===== config.mk =====
export PLATFORM = sky130hd
export DESIGN_NAME = mem_wb_stage
export DESIGN_NICKNAME = d
export VERILOG_FILES = /design/src/rtl/rv32i_pkg.sv /design/src/rtl/load_align.sv /design/src/rtl/mem_wb_stage.sv
export SDC_FILE = /design/constraint.sdc
export NUM_CORES = 1
export LEC_CHECK = 0
export ABC_CLOCK_PERIOD_IN_PS = 2700
export BUFFER_PORTS_ARGS = -buffer_cell sky130_fd_sc_hd__buf_4
export CORE_UTILIZATION = 49
export DETAILED_ROUTE_END_ITERATION = 12
export HOLD_SLACK_MARGIN = 0.15
export PLACE_DENSITY_LB_ADDON = 0.08
export SYNTH_ARGS = -nofsm -noshare
export SYNTH_HDL_FRONTEND = slang
export SYNTH_SLANG_ARGS = --single-unit

===== constraint.sdc =====
create_clock -name clk -period 2.7 [get_ports clk]
set_input_delay 0 -clock clk [delete_from_list [all_inputs] [get_ports clk]]
set_output_delay 0 -clock clk [all_outputs]
set_load 0.01 [all_outputs]

===== src/rtl/rv32i_pkg.sv =====
// Shared rv32i_core types: write-back source select and load funct3 codes.
// Imported by the MEM/WB stage and the load alignment helper.
package rv32i_pkg;

    typedef enum logic [1:0] {
        WB_ALU  = 2'b00,
        WB_LOAD = 2'b01,
        WB_PC4  = 2'b10
    } wb_sel_t;

    localparam logic [2:0] F3_LB  = 3'b000;
    localparam logic [2:0] F3_LH  = 3'b001;
    localparam logic [2:0] F3_LW  = 3'b010;
    localparam logic [2:0] F3_LBU = 3'b100;
    localparam logic [2:0] F3_LHU = 3'b101;

endpackage


===== src/rtl/load_align.sv =====
// Combinational load extractor: picks byte/halfword/word from an aligned
// memory word and sign/zero-extends it; flags misaligned accesses.
// Ports: word (raw 32b), funct3 (size/sign), offset (addr[1:0]) ->
//        data32 (extended value), misalign (only with MEM_WB_MISALIGN_CHECK_EN).
module load_align
    import rv32i_pkg::*;
(
    input  logic [31:0] word,
    input  logic [2:0]  funct3,
    input  logic [1:0]  offset,
    output logic [31:0] data32,
    output logic        misalign
);

    logic [7:0]  byte_v;
    logic [15:0] half_v;

    always_comb begin
        byte_v = word[7:0];
        unique case (offset)
            2'd0: byte_v = word[7:0];
            2'd1: byte_v = word[15:8];
            2'd2: byte_v = word[23:16];
            2'd3: byte_v = word[31:24];
            default: byte_v = word[7:0];
        endcase
        // Halfword selection ignores offset[0]; misalignment is flagged separately.
        half_v = offset[1] ? word[31:16] : word[15:0];
    end

    always_comb begin
        data32 = word;
        case (funct3)
            F3_LB:   data32 = {{24{byte_v[7]}}, byte_v};
            F3_LBU:  data32 = {24'h0, byte_v};
            F3_LH:   data32 = {{16{half_v[15]}}, half_v};
            F3_LHU:  data32 = {16'h0, half_v};
            default: data32 = word;
        endcase
    end

`ifdef MEM_WB_MISALIGN_CHECK_EN
    always_comb begin
        misalign = (((funct3 == F3_LH) || (funct3 == F3_LHU)) && offset[0])
                 || ((funct3 == F3_LW) && (offset != 2'd0));
    end
`else
    assign misalign = 1'b0;
`endif

endmodule


===== src/rtl/mem_wb_stage.sv =====
// MEM->WB pipeline register: selects write-back data, registers the
// register-file write port and counts retired instructions.
// Inputs: clk, rst (sync, active-high), stall, flush, mem_* MEM-stage bundle.
// Outputs: wb_valid, wb_reg_write, wb_rd, wb_write_data, wb_misalign, instret.
// Optional: MEM_WB_MISALIGN_CHECK_EN drops misaligned LH/LHU/LW writes.
module mem_wb_stage
    import rv32i_pkg::*;
#(
    parameter int RET_W = 64
) (
    input  logic             clk,
    input  logic             rst,
    input  logic             stall,
    input  logic             flush,
    input  logic             mem_valid,
    input  logic             mem_reg_write,
    input  logic [4:0]       mem_rd,
    input  logic [1:0]       mem_wb_sel,
    input  logic [2:0]       mem_funct3,
    input  logic [31:0]      mem_alu_result,
    input  logic [31:0]      mem_pc_plus4,
    input  logic [31:0]      mem_load_data,
    output logic             wb_valid,
    output logic             wb_reg_write,
    output logic [4:0]       wb_rd,
    output logic [31:0]      wb_write_data,
    output logic             wb_misalign,
    output logic [RET_W-1:0] instret
);

    logic [31:0] load_val;
    logic        load_mis;
    logic        misalign;
    logic [31:0] sel_data;

    logic             valid_d, valid_q;
    logic             reg_write_d, reg_write_q;
    logic [4:0]       rd_d, rd_q;
    logic [31:0]      data_d, data_q;
    logic             mis_d, mis_q;
    logic [RET_W-1:0] instret_d, instret_q;

    load_align u_load_align (
        .word     (mem_load_data),
        .funct3   (mem_funct3),
        .offset   (mem_alu_result[1:0]),
        .data32   (load_val),
        .misalign (load_mis)
    );

    // Only a real load can be misaligned; ALU/link results never are.
    assign misalign = load_mis && (mem_wb_sel == WB_LOAD);

    always_comb begin
        case (wb_sel_t'(mem_wb_sel))
            WB_LOAD: sel_data = load_val;
            WB_PC4:  sel_data = mem_pc_plus4;
            default: sel_data = mem_alu_result;
        endcase
    end

    always_comb begin
        valid_d     = valid_q;
        reg_write_d = reg_write_q;
        rd_d        = rd_q;
        data_d      = data_q;
        mis_d       = mis_q;
        instret_d   = instret_q;
        if (flush) begin
            valid_d     = 1'b0;
            reg_write_d = 1'b0;
            rd_d        = 5'd0;
            data_d      = 32'd0;
            mis_d       = 1'b0;
        end else if (!stall) begin
            valid_d     = mem_valid;
            reg_write_d = mem_valid && mem_reg_write
                        && (mem_rd != 5'd0) && !misalign;
            rd_d        = mem_rd;
            data_d      = sel_data;
            mis_d       = mem_valid && misalign;
            // Dropped misaligned loads still retire.
            if (mem_valid)
                instret_d = instret_q + RET_W'(1);
        end
    end

    always_ff @(posedge clk) begin
        if (rst) begin
            valid_q     <= 1'b0;
            reg_write_q <= 1'b0;
            rd_q        <= 5'd0;
            data_q      <= 32'd0;
            mis_q       <= 1'b0;
            instret_q   <= '0;
        end else begin
            valid_q     <= valid_d;
            reg_write_q <= reg_write_d;
            rd_q        <= rd_d;
            data_q      <= data_d;
            mis_q       <= mis_d;
            instret_q   <= instret_d;
        end
    end

    assign wb_valid      = valid_q;
    assign wb_reg_write  = reg_write_q;
    assign wb_rd         = rd_q;
    assign wb_write_data = data_q;
    assign wb_misalign   = mis_q;
    assign instret       = instret_q;

endmodule


==> reports/results.ini, run 1 <==
[global_route]
grt_overflow = 0
track_usage_pct = 36.3
use_met3_pct = 6.61
grt_pass1_wl_mm = 32.0
antenna_found_initial = 0
gr-usage-met1_pct = 40.3
grt_max_degree = 67
met2_usage_pct = 64.0
grt_pass1_vias = 6539
busiest_layer = met2

[floorplanning]
start_util_pct = 50.5
num_rows = 37
die_w_um = 105
num_io_pins = 216
dieArea_mm2 = 0.0111
fp.coreArea_mm2 = 0.0103
chipHeight_um = 105

[clock_network]
numCtsBuffers = 9
postCtsSetupBuffers = 0
clock_path_buffers = 2
insertion_delay_ns = 0.37
cts_root_buffer = clkbuf_8
htreeDepth = 3
cts_tree = yes
cts_sinks = 103
path_clk_slew_ns = 0.11

[pwr]
peakVddDrop_mv = 0.340
powerDensity_mw_per_mm2 = 399
p_leak_nw = 3.32
total_power_mw = 3.26

[critical_path]
r2r_cells = 5
crit_path_frequent_cell = dlygate4sd3_1
startpoint_type = primary input
worstSetupPathType = primary input to flip-flop
critPathMaxFanout = 11
end_kind = flip-flop
ff2ff_setup_slack_ns = 0.21
crit_arrival_ns = 2.89
critPathBufInv = 4
cpMaxStageDelayCell = dlygate4sd3_1
worstPathCellList = buf_4 > inv_1 > ha_1 > nand3b_1 > o21bai_1 > a222oi_1 > dlygate4sd3_1 > a21oi_1 > dlygate4sd3_1
max_stage_delay_ns = 0.63
crit_family = buffers and inverters
critPathRequiredTime_ns = 3.02
r2r-start = instret[14]$_SDFFE_PP0P_
rr_endpoint = instret[49]$_SDFFE_PP0P_

[detailed_routing]
remaining_drc_errors = 0
ant_nets = 0
wl_per_cell_um = 19.0
drt_iter0_drc = 631
vias_per_cell = 6.21
drt_wl_total_mm = 20.0
vias = 6560
drtPass1Iterations = 8

[synth]
synth.net_count = 729
ys_seq_area_share_pct = 39.6
synthSimpleGateAreaFrac_pct = 24.1
synth_xor_area_share_pct = 5.38
synthAdderAreaFrac_pct = 0.720
synth_ff_type = dfxtp_1
synth_area_mm2 = 0.00521
synth_top_area_share_pct = 39.6
synth_top_family_by_area = simple AND/OR/NAND/NOR gates
syn-instance-count = 614
synthDistinctLibCells = 50
synth_compound_area_share_pct = 23.0
synth_edf_count = 0
synth_seq_cells = 103
ys_async_sr_fraction_pct = 0
synthTopCellsByArea = dfxtp_1 (40%), a21oi_1 (6.3%), nor2_1 (4.0%)
yosys.cell_count.top_type = dfxtp_1
synth_mux_area_share_pct = 2.98
yosys_warnings = 0
synth.largest_area_cell = dfxtp_1
synthTopCellsByCount = dfxtp_1 (103), a21oi_1 (66), nor2_1 (55), clkbuf_1 (37), nand2_1 (31)
syn_area_per_cell_um2 = 8.49

[timing]
hold_viol = 0
setup_viol = 0
finalMaxSlewViolations = 0
fin_skew_ns = 0.0159
finalCritPeriodShare_pct = 95.1
maxSlewHeadroom_pct = 46.5
fin_setup_tns_ns = 0
fmax_mhz = 389
rsz0062_at_grt = no
tightestPinTransition_ns = 0.802
period_needed_ns = 2.57
hold_slack_ns = 0.155

[cells_and_area]
syn2layout_area_growth_pct = 56.9
fin_cells = 1056
layout-drive-gt1-share_pct = 28.8
nFillCells = 650
fin_util_pct = 79.2
diodes = 0
nets = 1030

[min_path]
holdPathEnd = instret[0]$_SDFFE_PP0P_
holdPathStages = 5
hold_start = flush
hp-class = primary input to flip-flop

[placement]
io_buffer_count = 214
dp_cells = 939
place_hpwl_mm = 12.9
gp_congestion = 0.909

[job]
drv_cap = 0

[status]
outcome = completed

-- tightest hold or removal path, stage by stage --
cell and delay (ns):
buf_4 0.09, nor3b_1 0.05, buf_4 0.17, xnor2_1 0.14, nor2_1 0.04
-- worst max-delay path by stage --
stage	from	endpoint	cells after the start
floorplan	instret[15]$_SDFFE_PP0P_	instret[49]$_SDFFE_PP0P_	6
global placement	instret[14]$_SDFFE_PP0P_	instret[49]$_SDFFE_PP0P_	5
detailed placement	instret[14]$_SDFFE_PP0P_	instret[49]$_SDFFE_PP0P_	5
CTS	instret[14]$_SDFFE_PP0P_	instret[49]$_SDFFE_PP0P_	5
global route	instret[14]$_SDFFE_PP0P_	instret[49]$_SDFFE_PP0P_	5
finish	mem_wb_sel[1]	wb_write_data[9]$_SDFFE_PP0N_	9
-- per-stage QoR --
| step | setup WS (ns) | cell area, um^2 |
|---|---|---|
| finish | 0.132 | 8180 |
| global placement | 0.218 | 6930 |
| CTS | 0.114 | 8170 |
| detailed placement | 0.146 | 6930 |
| floorplan | 0.253 | 5210 |
| global route | 0.0711 | 8180 |
-- cell usage in the layout, fill, tap and decap left out, drive strengths merged, types with 3 or more instances in the layout --
cell	synthesis	final
o31ai	14	14
a22oi	16	16
or4	19	19
nor4	10	10
clkbuf	39	10
dfxtp	103	103
nand3	24	24
o211ai	5	5
a211oi	7	7
or3	15	15
a21oi	66	66
a221oi	7	7
nand4	27	27
xor2	20	20
buf	3	231
or2	4	4
o221ai	23	23
a222oi	7	7
inv	9	11
nor2	55	55
xnor2	12	12
o21ai	24	24
o41ai	5	5
mux2i	11	11
and3	9	9
and2	5	5
dlygate4sd3	0	101
nand2	31	31
nor2b	7	7
nor3	5	5
and4	9	9
ha	3	3
-- sequential cells by signal (all words and copies together), names as in the netlist --
signal and count:
wb_write_data 32, wb_reg_write 1, instret 64, wb_rd 5
wb_valid 1
-- cell type report --
type	instances	area [um^2]	area share (%)
multi-input cells	459	2930	35.9
repair buffers	332	2750	33.6
flip-flops and latches	103	2060	25.2
well taps	136	170	2.08
clock buffers	10	138	1.68
clock inverters	6	90.1	1.10
inverters	10	37.5	0.459
-- logic make-up (layout without fill, tap and decap cells) --
| kind of cell | count (synthesis) | in the layout |
|---|---|---|
| buf+inv | 52 | 358 |
| flops | 103 | 103 |
| simple gates | 228 | 228 |
| compound gates | 181 | 181 |
| mux | 14 | 14 |
| other cells | 1 | 1 |
| fa+ha+maj | 3 | 3 |
| xor+xnor | 32 | 32 |
-- per-layer routing --
layer	wire [um]	vias to the layer above
li1	-	2963
met2	9990	423
met5	0	-
met4	1260	0
met1	7050	3056
met3	1750	118
-- power breakdown --
part / switching (mW) / internal (mW) / total, mW
combinational: 0.259 / 0.307 / 0.566
sequential: 0.0200 / 1.55 / 1.57
clock: 0.574 / 0.554 / 1.13
-- timing repair --
item | 4_1_cts | 5_1_grt
hold buffers | 101 | 0
gates resized for setup | 0 | 1
setup endpoints to repair | 0 | 1
endpoints found under the hold margin | 59 | 0
No activity file was read; power rests on OpenSTA's default activity.
==> inputs of run 2 (changes only) <==
--- a/config.mk
+++ b/config.mk
@@ -9,6 +9,7 @@
 export BUFFER_PORTS_ARGS = -buffer_cell sky130_fd_sc_hd__buf_4
 export CORE_UTILIZATION = 49
 export DETAILED_ROUTE_END_ITERATION = 12
+export GPL_TIMING_DRIVEN = 0
 export HOLD_SLACK_MARGIN = 0.15
 export PLACE_DENSITY_LB_ADDON = 0.08
 export SYNTH_ARGS = -nofsm -noshare
==> reports/results.ini, run 2 (same netlist as run 1, synthesis figures left out) <==
[pwr]
p_leak_nw = 3.24
internal-power_mw = 2.29
p_switching_mw = 0.876
seqPwrFrac_pct = 49.4
power.share.combinational_pct = 18.1
power_switching_share_pct = 27.7
clkPwrFrac_pct = 32.4
total_power_mw = 3.17
peakVddDrop_mv = 0.356
powerDensity_mw_per_mm2 = 389

[detailed_routing]
wl_per_cell_um = 19.3
remaining_drc_errors = 0
m1WireLength_mm = 7.45
drtPass1Iterations = 5
vias = 6627
drt_iter0_drc = 457
top_layer = met4
drt_wl_total_mm = 20.8
wl_met3_mm = 1.79
vias_per_cell = 6.16
ant_nets = 0
wl_met2_mm = 10.6

[placement]
dpl_cell_area_mm2 = 0.00699
gp_congestion = 0.915
place_hpwl_mm = 14.2
dp_cells = 964
pre_cts_ws_ns = 0.0467
io_buffer_count = 214

[critical_path]
crit_arrival_ns = 2.96
startpoint_type = primary input
critPathMaxFanout = 10
critPathRequiredTime_ns = 3.02
end_kind = flip-flop
worstSetupPathType = primary input to flip-flop

[floorplanning]
chipHeight_um = 105
num_io_pins = 216
die_w_um = 105
start_util_pct = 50.5
dieArea_mm2 = 0.0111
fp.coreArea_mm2 = 0.0103
num_rows = 37

[timing]
tightestPinTransition_ns = 0.742
fin_skew_ns = 0.0150
maxSlewHeadroom_pct = 50.3
finalMaxSlewViolations = 0
fin_setup_tns_ns = 0
hold_viol = 0
period_needed_ns = 2.64
finalCritPeriodShare_pct = 97.6
fmax_mhz = 379
rsz0062_at_grt = no
setup_viol = 0
worst_slack_ns = 0.0643
hold_slack_ns = 0.185

[cells_and_area]
layout_common_cells = buf_4 (218), dfxtp_1 (101), dlygate4sd3_1 (92)
multi_input_area_mm2 = 0.00293
diodes = 0
syn2layout_area_growth_pct = 56.2
design_area_mm2 = 0.00814
fin_cells = 1075
layout-drive-gt1-share_pct = 27.4
mostFrequentLayoutCell = buf_4
largest_reg_flops = 64
nFillCells = 716
seqCellArea_mm2 = 0.00206
fin_util_pct = 78.9
nets = 1049

[global_route]
grt_pass1_wl_mm = 32.2
antenna_found_initial = 0
grt_max_degree = 19
grt_overflow = 0
track_usage_pct = 37.0
grt_pass1_vias = 6506

[job]
drv_cap = 0

[clock_network]
cts_sinks = 103
cts_root_buffer = clkbuf_8
insertion_delay_ns = 0.39
path_clk_slew_ns = 0.11
numCtsBuffers = 9
cts_tree = yes
clock_path_buffers = 2
htreeDepth = 3

[min_path]
hp-class = primary input to flip-flop

[status]
outcome = completed

-- run 2: cell count changes in the layout (fill, tap and decap cells not counted), sizes merged --
| cell | before | now |
|---|---|---|
| clkbuf | 10 | 48 |
| buf | 231 | 220 |
| dlygate4sd3 | 101 | 92 |
| clkinvlp | 1 | 4 |
| bufinv | 2 | 1 |
| clkinv | 2 | 1 |
-- run 2: final timing paths --
path                                  start                       endpoint  slack [ns]  depth (start not counted)
setup reg to reg    instret[7]$_SDFFE_PP0P_       instret[63]$_SDFFE_PP0P_        0.15                          6
hold reg to reg   wb_reg_write$_SDFFE_PP0N_      wb_reg_write$_SDFFE_PP0N_        0.50                          2
hold / removal             mem_load_data[1]  wb_write_data[1]$_SDFFE_PP0N_        0.18                          3
setup / recovery              mem_wb_sel[1]  wb_write_data[8]$_SDFFE_PP0N_        0.06                         10
-- run 2: layout make-up --
type,count,area share [%]
sequential,103,25.4
tap,136,2.09
multi-input combinational,459,36.0
clock inverter,7,0.984
timing repair buffer,309,31.3
inverter,10,0.461
clock buffer,9,1.52
buffer,42,2.26
-- run 2: repair_timing --
item | CTS | global route
hold buffers | 92 | 0
endpoints found under the setup margin | 0 | 7
hold endpoints to repair | 53 | 0
buffers inserted | 0 | 3
gates resized for setup | 0 | 3
-- run 2: worst max-delay path: stages --
cell           delay, ns
buf_4               0.12
inv_1               0.05
ha_1                0.15
clkbuf_1            0.35
nand3b_1            0.23
o21bai_1            0.49
a222oi_1            0.19
dlygate4sd3_1       0.62
a21oi_1             0.16
dlygate4sd3_1       0.60
-- run 2: power groups by stage --
stage          sequential, mW  clock [mW]  combinational (mW)
3_5_place_dp             1.60           0               0.440
3_3_place_gp             1.60           0               0.436
4_1_cts                  1.56        1.03               0.543
6_report                 1.57        1.03               0.574
5_1_grt                  1.57        1.09               0.601
2_1_floorplan            1.61           0               0.174
-- run 2: layer usage --
metal / track usage, % / vias to the layer above
met4: 18.7 / 0
li1: - / 2989
met3: 7.80 / 92
met2: 67.0 / 369
met5: 0 / -
met1: 40.6 / 3177
